===== src/rtl/iterative_booth_multiplier_pkg.sv =====
// Shared encodings for the iterative radix-4 Booth multiplier: FSM states,
// Booth digit select codes and the digit decode helper.
package mult_pkg;

   typedef enum logic [1:0] {
      IDLE = 2'd0,
      CALC = 2'd1,
      DONE = 2'd2
   } state_e;

   typedef enum logic [2:0] {
      ZERO = 3'd0,
      POS1 = 3'd1,
      POS2 = 3'd2,
      NEG1 = 3'd3,
      NEG2 = 3'd4
   } booth_digit_e;

   // Map a multiplier triplet {b[2i+1], b[2i], b[2i-1]} to its Booth digit.
   function automatic booth_digit_e booth_decode(input logic [2:0] bits);
      booth_digit_e dig;
      case (bits)
         3'b000, 3'b111: dig = ZERO;
         3'b001, 3'b010: dig = POS1;
         3'b011:         dig = POS2;
         3'b100:         dig = NEG2;
         3'b101, 3'b110: dig = NEG1;
         default:        dig = ZERO;
      endcase
      return dig;
   endfunction

endpackage


===== src/rtl/iterative_booth_multiplier_if.sv =====
// Operand/result handshake bundle between the issuing FSM and the multiplier.
interface iterative_booth_multiplier_if #(
   parameter int WIDTH = 8
);
   logic               Start;
   logic               Signed_Mode;
   logic [WIDTH-1:0]   A;
   logic [WIDTH-1:0]   B;
   logic               Busy;
   logic               Done;
   logic [2*WIDTH-1:0] Result;

   modport master (
      output Start, Signed_Mode, A, B,
      input  Busy, Done, Result
   );

   modport slave (
      input  Start, Signed_Mode, A, B,
      output Busy, Done, Result
   );
endinterface


===== src/rtl/iterative_booth_multiplier_digit.sv =====
// Combinational radix-4 Booth digit: turns one multiplier triplet and the
// extended multiplicand into a signed partial product of WIDTH+3 bits.
module booth_radix4_digit
   import mult_pkg::*;
#(
   parameter int WIDTH = 8
) (
   input  logic [2:0]       bits,
   input  logic [WIDTH+1:0] mcand,
   output logic [WIDTH+2:0] pp
);

   logic [WIDTH+2:0] m1_s;
   logic [WIDTH+2:0] m2_s;

   assign m1_s = {mcand[WIDTH+1], mcand};
   assign m2_s = {mcand, 1'b0};

   // Select the multiple of M chosen by the digit.
   always_comb begin
      pp = {(WIDTH+3){1'b0}};
      case (booth_decode(bits))
         ZERO:    pp = {(WIDTH+3){1'b0}};
         POS1:    pp = m1_s;
         POS2:    pp = m2_s;
         NEG1:    pp = -m1_s;
         NEG2:    pp = -m2_s;
         default: pp = {(WIDTH+3){1'b0}};
      endcase
   end

endmodule


===== src/rtl/iterative_booth_multiplier.sv =====
// Multi-cycle radix-4 Booth multiplier: one digit per cycle over ITER cycles,
// start/done handshake, signed or unsigned operands selected per operation.
module iterative_booth_multiplier
   import mult_pkg::*;
#(
   parameter int WIDTH = 8
) (
   input logic                         CLK,
   input logic                         RSTn,
   iterative_booth_multiplier_if.slave bus
);

   localparam int ITER = (WIDTH / 2) + 1;
   localparam int CW   = $clog2(ITER + 1);
   localparam int AW   = 2 * WIDTH + 4;
   localparam logic [CW-1:0] LAST_COUNT = CW'(ITER - 1);

   state_e             state_r;
   logic [CW-1:0]      count_r;
   logic [WIDTH+1:0]   mcand_r;
   logic [WIDTH+1:0]   mplier_r;
   logic               prev_r;
   logic [AW-1:0]      acc_r;
   logic [2*WIDTH-1:0] result_r;
   logic               busy_r;
   logic               done_r;

   logic [WIDTH+1:0]   a_ext_s;
   logic [WIDTH+1:0]   b_ext_s;
   logic [WIDTH+2:0]   pp_s;
   logic [AW-1:0]      pp_ext_s;
   logic [CW:0]        shamt_s;
   logic [AW-1:0]      acc_sum_s;

   // Two extra bits let the top digit see the sign (or a zero) above the operand.
   assign a_ext_s = bus.Signed_Mode ? {{2{bus.A[WIDTH-1]}}, bus.A} : {2'b00, bus.A};
   assign b_ext_s = bus.Signed_Mode ? {{2{bus.B[WIDTH-1]}}, bus.B} : {2'b00, bus.B};

   booth_radix4_digit #(.WIDTH(WIDTH)) u_digit (
      .bits  ({mplier_r[1:0], prev_r}),
      .mcand (mcand_r),
      .pp    (pp_s)
   );

   assign pp_ext_s  = {{(AW-WIDTH-3){pp_s[WIDTH+2]}}, pp_s};
   assign shamt_s   = {count_r, 1'b0};
   assign acc_sum_s = acc_r + (pp_ext_s << shamt_s);

   assign bus.Busy   = busy_r;
   assign bus.Done   = done_r;
   assign bus.Result = result_r;

   // Control FSM with datapath registers; outputs are registered alongside state.
   always_ff @(posedge CLK or negedge RSTn) begin
      if (!RSTn) begin
         state_r  <= IDLE;
         count_r  <= {CW{1'b0}};
         mcand_r  <= {(WIDTH+2){1'b0}};
         mplier_r <= {(WIDTH+2){1'b0}};
         prev_r   <= 1'b0;
         acc_r    <= {AW{1'b0}};
         result_r <= {(2*WIDTH){1'b0}};
         busy_r   <= 1'b0;
         done_r   <= 1'b0;
      end else begin
         case (state_r)
            IDLE: begin
               done_r <= 1'b0;
               if (bus.Start) begin
                  mcand_r  <= a_ext_s;
                  mplier_r <= b_ext_s;
                  prev_r   <= 1'b0;
                  acc_r    <= {AW{1'b0}};
                  count_r  <= {CW{1'b0}};
                  busy_r   <= 1'b1;
                  state_r  <= CALC;
               end else begin
                  busy_r   <= 1'b0;
               end
            end
            CALC: begin
               acc_r    <= acc_sum_s;
               mplier_r <= {2'b00, mplier_r[WIDTH+1:2]};
               prev_r   <= mplier_r[1];
               count_r  <= count_r + {{(CW-1){1'b0}}, 1'b1};
               // The final digit's sum goes straight to Result so Done and data align.
               if (count_r == LAST_COUNT) begin
                  result_r <= acc_sum_s[2*WIDTH-1:0];
                  done_r   <= 1'b1;
                  state_r  <= DONE;
               end else begin
                  done_r   <= 1'b0;
               end
            end
            DONE: begin
               done_r  <= 1'b0;
               busy_r  <= 1'b0;
               state_r <= IDLE;
            end
            default: begin
               done_r  <= 1'b0;
               busy_r  <= 1'b0;
               state_r <= IDLE;
            end
         endcase
      end
   end

endmodule


===== src/flat_wrapper.sv =====
// flat-port wrapper written by rule: the top's interface ports become plain ports
module iterative_booth_multiplier_flat import mult_pkg::*;
#(
   parameter int WIDTH = 8
)
  (CLK, RSTn, bus_Start, bus_Signed_Mode, bus_A, bus_B, bus_Busy, bus_Done, bus_Result);
  iterative_booth_multiplier_if #(.WIDTH(WIDTH)) bus_i ();
  input logic CLK;
  input logic RSTn;
  input wire logic [$bits(bus_i.Start)-1:0] bus_Start;
  input wire logic [$bits(bus_i.Signed_Mode)-1:0] bus_Signed_Mode;
  input wire logic [$bits(bus_i.A)-1:0] bus_A;
  input wire logic [$bits(bus_i.B)-1:0] bus_B;
  output wire logic [$bits(bus_i.Busy)-1:0] bus_Busy;
  output wire logic [$bits(bus_i.Done)-1:0] bus_Done;
  output wire logic [$bits(bus_i.Result)-1:0] bus_Result;
  assign bus_i.Start = bus_Start;
  assign bus_i.Signed_Mode = bus_Signed_Mode;
  assign bus_i.A = bus_A;
  assign bus_i.B = bus_B;
  assign bus_Busy = bus_i.Busy;
  assign bus_Done = bus_i.Done;
  assign bus_Result = bus_i.Result;
  iterative_booth_multiplier #(.WIDTH(WIDTH)) u_core (.CLK(CLK), .RSTn(RSTn), .bus(bus_i));
endmodule

===== config.mk =====
export PLATFORM = sky130hd
export DESIGN_NAME = iterative_booth_multiplier_flat
export DESIGN_NICKNAME = d
export VERILOG_FILES = /design/src/rtl/iterative_booth_multiplier_pkg.sv /design/src/rtl/iterative_booth_multiplier_if.sv /design/src/rtl/iterative_booth_multiplier_digit.sv /design/src/rtl/iterative_booth_multiplier.sv /design/src/flat_wrapper.sv
export SDC_FILE = /design/constraint.sdc
export NUM_CORES = 1
export LEC_CHECK = 0
export CELL_PAD_IN_SITES_DETAIL_PLACEMENT = 1
export CELL_PAD_IN_SITES_GLOBAL_PLACEMENT = 1
export CORE_ASPECT_RATIO = 0.8
export CORE_UTILIZATION = 44
export DETAILED_ROUTE_END_ITERATION = 8
export PLACE_DENSITY = 0.8
export SKIP_LAST_GASP = 1
export SLEW_MARGIN = 20
export SYNTH_ARGS = -nofsm -noshare
export SYNTH_HDL_FRONTEND = slang
export SYNTH_SLANG_ARGS = --single-unit

===== constraint.sdc =====
create_clock -name CLK -period 4.79 [get_ports CLK]
set_input_delay 0.958 -clock CLK [delete_from_list [all_inputs] [get_ports CLK]]
set_output_delay 0.958 -clock CLK [all_outputs]
set_load 0.01 [all_outputs]

# ---- Word level (Yosys, flattened, before mapping)
# Memories as Yosys holds them, arrays and structs flattened.
# Index checks and enable logic that the tools add are counted.
dict set report totals {
  mem_bits_rw 0
  regBits 64
  in_bits 20
  mem_count 1
  latch_bits 0
  rom_bits 24
  output_inout_bits 18
}
# name depth word_bits read_ports rd_clocked_by_memory_dff write_ports line_no
set memory_table {}
lappend memory_table {{(name not given)} 8 3 1 0 0 iterative_booth_multiplier_pkg.sv:22} ;# case (bits)
dict set report classes {
  add_sub_neg 4
  shifts 1
  n_mux 18
  n_div 0
  bitwise 0
  eq_ne 8
  mul 0
  reduce_logical 6
  order_cmp 0
}
# op count
set op_table {}
lappend op_table {{11-bit case mux with 4 select lines} 1}
lappend op_table {{20-bit case mux with 2 select lines} 1}
lappend op_table {{10-bit two-way mux} 3}
lappend op_table {{11-bit negation} 2}
lappend op_table {{20-bit adder} 1}
lappend op_table {{20-bit two-way mux} 1}
lappend op_table {{10-bit case mux with 2 select lines} 1}
lappend op_table {{20-bit by 4-bit left shift with 20-bit output} 1}
lappend op_table {{2-bit AND reduction} 4}
lappend op_table {{3-bit by 2-bit equality test with 1-bit output (second input constant)} 2}
lappend op_table {{3-bit equality test (second input constant)} 2}
lappend op_table {{3-bit case mux with 2 select lines} 1}
lappend op_table {{1-bit two-way mux} 4}
lappend op_table {{2-bit two-way mux} 2}
lappend op_table {{1-bit case mux with 2 select lines} 2}
lappend op_table {{2-bit case mux with 2 select lines} 1}
lappend op_table {{3-bit by 1-bit adder with 3-bit output (second input constant)} 1}
lappend op_table {{3-bit by 1-bit equality test with 1-bit output (second input constant)} 1}
lappend op_table {{3-bit two-way mux} 1}
lappend op_table {{2-bit by 1-bit equality test with 1-bit output (second input constant)} 1}
lappend op_table {{2-bit zero test} 1}
lappend op_table {{2-bit by 1-bit inequality test with 1-bit output (second input constant)} 1}
lappend op_table {{2-bit inequality test (second input constant)} 1}
lappend op_table {{2-bit nonzero test} 1}

# ---- Logic depth before layout (Yosys ltp)
# Gate-level depths: netlist of the first run.
# An unclocked memory read counts as a cell.
dict set report depth {
  word_depth 6
  ltp_mapped 20
}

# ---- Hierarchy
# From an unflattened synthesis of the first run, not the netlist that was laid out.
dict set report hier_totals {
  hier_cells 442
  hier_area_um2 4020.1
}
# mod cells_per_inst instances area_per_inst_um2
set by_module_without_submodules {}
lappend by_module_without_submodules {iterative_booth_multiplier 359 1 3469.6}
lappend by_module_without_submodules {booth_radix4_digit 83 1 550.5}

# ---- Worst setup path after synthesis of the first run
# Ideal clock, no wire load.
dict set report synth_path {
  path_type {flip-flop to flip-flop}
  start {reg u_core.prev_r}
  end {reg u_core.result_r[15], in the netlist u_core.bus.Result[15]}
  stages_incl_launch_ff 18
  arrival_time_ns 3.901
  n_path_buf 1
  synth_period_minus_slack_ns 4.026
  setup_slack_ns 0.764
  path_cell_list {dfrtp_1 inv_1 ha_1 clkbuf_1 nor3b_1 o21ai_0 o211a_1 or2_2 mux2_2 nor2_1 ha_1 or2_2 a21oi_1 a21o_1 o2111ai_1 nand2_1 xnor3_1 mux2_2}
}
dict set report synth_via {
  elab_chain_cells 5
  elab_cells_between_ends 8
}
# element line_no
set synth_lines {}
lappend synth_lines {{from (decl)} iterative_booth_multiplier.sv:22} ;# logic prev_r;
lappend synth_lines {{from (signal assigned)} iterative_booth_multiplier.sv:84} ;# prev_r <= mplier_r[1];
lappend synth_lines {{memory read 8 x 3 bit *} --}
lappend synth_lines {{3-bit equality test (tied with other cells)} iterative_booth_multiplier_digit.sv:22} ;# case (booth_decode(bits))
lappend synth_lines {{11-bit case mux with 4 select lines *} iterative_booth_multiplier_digit.sv:22}
lappend synth_lines {{20-bit by 4-bit left shift with 20-bit output *} iterative_booth_multiplier.sv:47} ;# assign acc_sum_s = acc_r + (pp_ext_s << shamt_s);
lappend synth_lines {{20-bit adder *} iterative_booth_multiplier.sv:47}
lappend synth_lines {{to (signal assigned)} iterative_booth_multiplier.sv:62} ;# result_r <= {(2*WIDTH){1'b0}};
lappend synth_lines {{to (signal assigned)} iterative_booth_multiplier.sv:88} ;# result_r <= acc_sum_s[2*WIDTH-1:0];
lappend synth_lines {{to (decl)} iterative_booth_multiplier.sv:24} ;# logic [2*WIDTH-1:0] result_r;
# Every way passes the cells marked *; elsewhere a longest branch is shown, timed or not.
# A chain may end at the register's enable or synchronous reset.

# ---- Final worst setup path of the first run
dict set report layout_path {
  start {reg u_core.mcand_r[2]}
  end {reg u_core.acc_r[15]}
}
dict set report layout_via {
  elab_chain_cells 5
  elab_cells_between_ends 6
}
# element line_no
set layout_lines {}
lappend layout_lines {{from (decl)} iterative_booth_multiplier.sv:20} ;# logic [WIDTH+1:0] mcand_r;
lappend layout_lines {{from (signal assigned)} iterative_booth_multiplier.sv:58} ;# mcand_r <= {(WIDTH+2){1'b0}};
lappend layout_lines {{from (signal assigned)} iterative_booth_multiplier.sv:70} ;# mcand_r <= a_ext_s;
lappend layout_lines {{11-bit negation (on tied branches)} {iterative_booth_multiplier_digit.sv:26, iterative_booth_multiplier_digit.sv:27}}
lappend layout_lines {{11-bit case mux with 4 select lines *} iterative_booth_multiplier_digit.sv:22}
lappend layout_lines {{20-bit by 4-bit left shift with 20-bit output *} iterative_booth_multiplier.sv:47}
lappend layout_lines {{20-bit adder *} iterative_booth_multiplier.sv:47}
lappend layout_lines {{20-bit case mux with 2 select lines *} iterative_booth_multiplier.sv:66} ;# case (state_r)
lappend layout_lines {{to (signal assigned)} iterative_booth_multiplier.sv:61} ;# acc_r <= {AW{1'b0}};
lappend layout_lines {{to (signal assigned)} iterative_booth_multiplier.sv:73} ;# acc_r <= {AW{1'b0}};
lappend layout_lines {{to (signal assigned)} iterative_booth_multiplier.sv:82} ;# acc_r <= acc_sum_s;
lappend layout_lines {{to (decl)} iterative_booth_multiplier.sv:23} ;# logic [AW-1:0] acc_r;
# Marked as above.

==> impl_results.md, run 1 <==
- Outcome: finished clean
- # hold bufs at CTS: 0
- Layout cells sized above 1: between 10% and 20%
- Period minus WS final: about 4.6 ns
- Avg Cell Area, Syn: 8.81 um^2
- H-tree depth: 3
- DRC errors left: 0
- Final WL: 10.8 mm
- Post-synth EDFFs: 0
- Tcrit/Tclk final: 96.9%
- Setup violators final: 0
- Initial antenna violation count: 0
- Post-Syn Area: between 3000 and 4000 um^2
- Worst EP required: roughly 5.1 ns
- Finished Layout Cells: between 500 and 600
- GR Overflow Total: 0
- Synth cell types: 67
- Cell taking the most area after synthesis: dfrtp_1
- Max-cap viol count: 0
- Worst hold path class: flip-flop to flip-flop
- Resized Gates After CTS: 0
- Synth Warn #: 0
- Syn Nets: ~480
- Global-route wire length before repair: between 15 and 20 mm
- Hold depth: 2
- Syn Inst Count: ~440
- Setup slack, reg-to-reg: ~0.15 ns
- Largest net degree at the start of global routing: 59
- Setup crit end kind: flip-flop
- Final Hold Viols: 0
- Top-count cell post-synth: nand2_1
- Die Span X: 107 um
- Hold slack: 0.480 ns
- Reg2reg start: u_core.mcand_r[2]
- Via count: ~3400
- Starting DRC count in detailed routing: around 200
- Vias per cell: 5.88
- Routability cong.: around 0.86
- Core Area: 8520 um^2
- I/O pin cnt: 38
- Register area share after synthesis: between 30% and 40%
- FF-to-FF End: u_core.acc_r[15]
- Final Skew: 0.0109 ns
- Synth Flop Type: dfrtp_1
- Num CTS Buffers: 9
- FMAX: between 200 and 250 MHz
- Crit Path Category: flip-flop to flip-flop
- Async S/R FF share, synth: 100%
- P&R area growth vs syn: 18.4%
- Setup crit start kind: flip-flop
- Buffers on Ports: 37
- Crit path max fanout: 14
- Hold Path End: u_core.bus.Result[11]
- Setup slack after layout: 0.151 ns
- Clk root buf: clkbuf_8
- Path depth of the worst reg2reg path: 14
- Initial Util: a little under half
- Dpl ws: 0.209 ns
- Worst-Skew Late Latency: 0.35 ns
- Pre-antenna DRT Iters: 4
- Detailed Place HPWL: between 7 and 8 mm
- Synth Register Bits: just under 60
- CTS tree: yes
- NumNets Final: 509
- Max Buffers Root-to-Sink: 2
- Share of the synthesized area in the top cell type: between 30% and 40%
- All-layer global routing usage: roughly 25%
- Placed cell count: between 500 and 600
- RSZ-0062 raised after global routing: true
- Clock Pin Slew Worst Setup and Hold Paths: about 0.080 ns
- Commonest cells post-synth: nand2_1, dfrtp_1, o21ai_0
- Cell Rows: 30
- Area contributors post-synth: dfrtp_1, nand2_1, ha_1, o21ai_0, mux2_2
- Worst Max-Slew Pin Slew: 0.993 ns
- Die height: between 80 and 90 um
- Slew Limit Headroom: 33.6%
- DR WL/cell: 18.5 um
- Arr. time, crit path: around 5 ns
- Clock Sinks: 58
- Routed Antenna Nets: 0
- Slew Limit Fails: 0
- Hold path start: u_core.bus.Result[11]
- Via count of the first global-routing pass: roughly 3600
- Setup repair bufs after CTS: 0
- Die ar.: 9210 um^2
- Diode count: 0
sequential cells by signal, indices dropped and copies added, names as in the netlist:
signal / cells
u_core.acc_r: 16
u_core.bus.Busy: 1
u_core.bus.Done: 1
u_core.bus.Result: 16
u_core.count_r: 3
u_core.mcand_r: 9
u_core.mplier_r: 9
u_core.prev_r: 1
u_core.state_r: 2
routing by layer:
layer / vias to the layer above / GRT usage (%) / part of all wire [%]
met1: 1688 / 34.8 / 49
li1: 1655 / - / -
met5: - / 0 / 0
met3: 15 / 4.26 / 4.3
met2: 82 / 40.2 / 46
met4: 0 / 7.72 / 1.1
through the flow:
stage               area [um^2]  setup TNS (ns)  util, %
floorplan                  3880               0        -
global placement           4340               0     50.9
detailed placement         4340               0     50.9
CTS                        4580               0     53.7
global route               4600          -0.141     54.0
finish                     4600               0     54.0
layout by cell type, fill, tap and decap left out, types with 10 or more instances in the layout:
| cell | netlist | routed |
|---|---|---|
| nand2_1 | 69 | 69 |
| dfrtp_1 | 58 | 57 |
| o21ai_0 | 37 | 37 |
| clkdlybuf4s50_1 | 0 | 36 |
| nor2_1 | 22 | 21 |
| a21oi_1 | 20 | 20 |
| ha_1 | 20 | 20 |
| o22ai_1 | 14 | 14 |
| nand3_1 | 11 | 11 |
| mux2_2 | 11 | 11 |
| xor2_1 | 11 | 11 |
| inv_1 | 10 | 10 |
critical path: stages, from the launching register on:
cell and delay [ns]:
dfrtp_2 0.51, or4_4 0.59, or4_4 0.54, nand3_1 0.14, or4b_1 0.47, o21ai_1 0.15
mux2_2 0.20, o22ai_1 0.10, ha_1 0.41, nand3_1 0.23, o2111ai_1 0.27, nand2_1 0.16
or3_4 0.43, a211oi_2 0.22, o21bai_1 0.14
final cells by class:
type                       instances  area [um^2]
clock buffer                      10          128
multi-input combinational        343         2300
timing repair buffer              45          425
inverter                          11         41.3
sequential                        58         1450
tap                              112          140
clock inverter                     6          114
fill                             998         3920
logic make-up (layout without fill, tap and decap cells):
| logic type | after synthesis | in the layout | synth area share, % |
|---|---|---|---|
| muxes | 15 | 15 | 4.22 |
| and+or+nand+nor | 149 | 149 | 18.8 |
| DFF | 58 | 58 | 37.4 |
| buffers and inverters | 40 | 72 | 4.06 |
| xor gates and xnor gates | 18 | 18 | 4.41 |
| adders and majority gates | 21 | 21 | 6.96 |
| AOI/OAI and AO/OA | 140 | 140 | 24.1 |
worst max-delay path by stage:
stage / startpoint / to / slack, ns / depth (start not counted)
2_1_floorplan: u_core.prev_r / u_core.bus.Result[15] / 0.76 / 17
3_3_place_gp: u_core.mcand_r[2] / u_core.acc_r[15] / 0.35 / 14
3_5_place_dp: u_core.mcand_r[0] / u_core.bus.Result[15] / 0.21 / 18
4_1_cts: u_core.mcand_r[2] / u_core.acc_r[15] / 0.14 / 14
5_1_grt: u_core.mcand_r[0] / u_core.bus.Result[15] / -0.10 / 18
6_report: u_core.mcand_r[2] / u_core.acc_r[15] / 0.15 / 14
Power of run 1 is not shown: default switching activity piles up to over one toggle a cycle in this logic, so the estimate is an artifact.
==> inputs of run 2 (changes only) <==
- CAP_MARGIN: default -> 15
==> results of run 2 <==
No change in the layout: final DEF, timing and power equal those of run 1.
Power of run 2 is left out for the same reason.
==> inputs of run 3 (changes only) <==
- CORE_UTILIZATION: 44 -> 47
- PLACE_DENSITY: 0.8 -> 0.85
- clock period: 4.79 -> 5.5 ns (I/O delays scaled with it)
==> run 3 against run 2 <==
Compared with the run above: routed wire length shrank 0.88%; clock skew about the same; critical path depth up 3; register-to-register slack gained 0.30 ns; design area shrank 2.6%; count of clock-buffer cells in the layout decreased by 1; sequential cell count unchanged; largest cell class unchanged.
==> impl_results.md, run 3 (same netlist as run 1, synthesis figures left out) <==
- Outcome: finished clean
- Setup TNS: 0 ns (unchanged)
- Crit path cell chain: inv_1 -> ha_1 -> a21bo_2 -> a2111oi_0 -> a21oi_1 -> o311a_1 -> a21oi_1 -> a211oi_1 -> a21oi_1 -> ha_1 -> a21o_1 -> a21o_1 -> a21oi_1 -> o2111ai_1 -> nand2_1 -> xnor3_1 -> mux2_2
- Footprint of the multi-input gates: 2280 um^2 (-0.60%)
- DR WL/cell: 18.7 um (+0.67%)
- Worst hold path class: flip-flop to flip-flop
- Setup crit end kind: flip-flop
- Period minus WS final: 5.05 ns (+0.410 ns)
- Initial Util: 48.7% (+3.1 points)
- Crit path buf inv count: 1 (+1)
- Clock Sinks: 58 (unchanged)
- Setup crit start kind: flip-flop
- Most used cell, CP: a21oi_1
- FMAX: 198 MHz (-8.1%)
- Setup repair bufs after CTS: 0 (unchanged)
- Vias per cell: 5.97 (+1.6%)
- Global-route wire length before repair: 17.8 mm (-0.96%)
- RSZ-0062 raised after global routing: false
- All-layer global routing usage: 26.1% (+0.94 points)
- Pre-antenna DRT Iters: 4 (unchanged)
- Starting DRC count in detailed routing: 203 (+0.50%)
- Worst-Skew Late Latency: 0.36 ns (about the same)
- Initial antenna violation count: 0 (unchanged)
- CTS tree: yes
- Largest net degree at the start of global routing: 59 (unchanged)
- CP top delay family: compound AO/OA/AOI/OAI gates
- Slew Limit Fails: 0 (unchanged)
- # hold bufs at CTS: 0 (unchanged)
- Via count of the first global-routing pass: 3490 (-2.0%)
- Register area: 1450 um^2 (about the same)
- Met1 Track Usage GR: 36.4% (+1.6 points)
- Die ar.: 8630 um^2 (-6.3%)
- Clk root buf: clkbuf_8
- Grt met2 use: 40.8% (+0.64 points)
- Crit Path Category: flip-flop to flip-flop
- Routed Antenna Nets: 0 (unchanged)
- Worst Max-Slew Pin Slew: 1.08 ns (+0.0919 ns)
- Die height: 83.3 um (-3.2%)
- Routability cong.: 1.01 (+17%)
- Setup violators final: 0 (unchanged)
- Via count: 3440 (unchanged)
- Worst EP required: 5.74 ns (+0.68 ns)
- NumNets Final: 504 (-0.98%)
- H-tree depth: 3 (unchanged)
- Detailed Place HPWL: 7.58 mm (+0.83%)
- I/O pin cnt: 38 (unchanged)
- Tcrit/Tclk final: 91.8% (-5.1 points)
- GR Util met3: 5.10% (+0.85 points)
- Num CTS Buffers: 9 (unchanged)
- Max-cap viol count: 0 (unchanged)
- Resized Gates After CTS: 0 (unchanged)
- Top Usage Layer GRT: met2
- Final WL: 10.8 mm (-0.88%)
- Final Skew: 0.0110 ns (+0.000140 ns)
- Final Hold Viols: 0 (unchanged)
- Setup slack after layout: 0.451 ns (+0.300 ns)
- Dpl ws: 0.502 ns (+0.293 ns)
- Arr. time, crit path: 5.29 ns (+0.38 ns)
- Slew Limit Headroom: 25.8% (-7.8 points)
- DRC errors left: 0 (unchanged)
- Cell Rows: 29 (-3.3%)
- Diode count: 0 (unchanged)
- P&R area growth vs syn: 15.2%
- Layout cells sized above 1: 9.83% (-1.6 points)
- Crit path max fanout: 13 (-1)
- Die Span X: 104 um (-3.2%)
- Core Area: 7980 um^2 (-6.3%)
- Commonest non-fill, non-tap cell in the layout: nand2_1
- Clock Pin Slew Worst Setup and Hold Paths: 0.08 ns (about the same)
- Fillers: 963 (-3.5%)
- Max Buffers Root-to-Sink: 2 (unchanged)
- Most frequent cells in the layout: nand2_1, dfrtp_1, o21ai_0
- Buffers on Ports: 37 (unchanged)
- Critical Path Max Stage Delay: 0.91 ns (+0.32 ns)
- GR Overflow Total: 0 (unchanged)
- Crit-path slowest cell: a2111oi_0
## run 3: per-layer routing
| layer | part of all wire [%] | wire [um] |
|---|---|---|
| met1 | 49 | 5270 |
| met2 | 45 | 4870 |
| met3 | 4.2 | 453 |
| met4 | 1.5 | 163 |
| met5 | 0 | 0 |
## run 3: tightest hold or removal path: stages, from the launching register on
cell and delay (ns):
dfrtp_1 0.35, nand2_1 0.04, o21ai_0 0.06
## run 3: final timing paths
path | start | to | slack, ns | cells after the start
setup / recovery | u_core.prev_r | u_core.bus.Result[15] | 0.45 | 17
hold / removal | u_core.bus.Result[10] | u_core.bus.Result[10] | 0.48 | 2
setup reg to reg | u_core.prev_r | u_core.bus.Result[15] | 0.45 | 17
hold reg to reg | u_core.bus.Result[10] | u_core.bus.Result[10] | 0.48 | 2
max in group asynchronous | RSTn | u_core.prev_r | 4.10 | 2
min in group asynchronous | RSTn | u_core.mcand_r[3] | 0.88 | 2
## run 3: area by class of cell
class	count	area share, %
clock buffers	9	2.77
clock inverters	7	1.20
inverters	11	0.923
multi-input cells	343	51.0
flip-flops and latches	58	32.4
well taps	108	3.02
repair buffers	40	8.67
## run 3: metrics by stage
stage | util, % | hold WS, ns | cell area, um^2 | cells
floorplan | - | 0.446 | 3880 | 441
global placement | 53.8 | 0.460 | 4300 | 560
detailed placement | 53.8 | 0.465 | 4300 | 560
CTS | 56.0 | 0.486 | 4470 | 576
global route | 56.1 | 0.505 | 4480 | 576
finish | 56.1 | 0.482 | 4480 | 576
Power of run 3 is left out for the same reason.
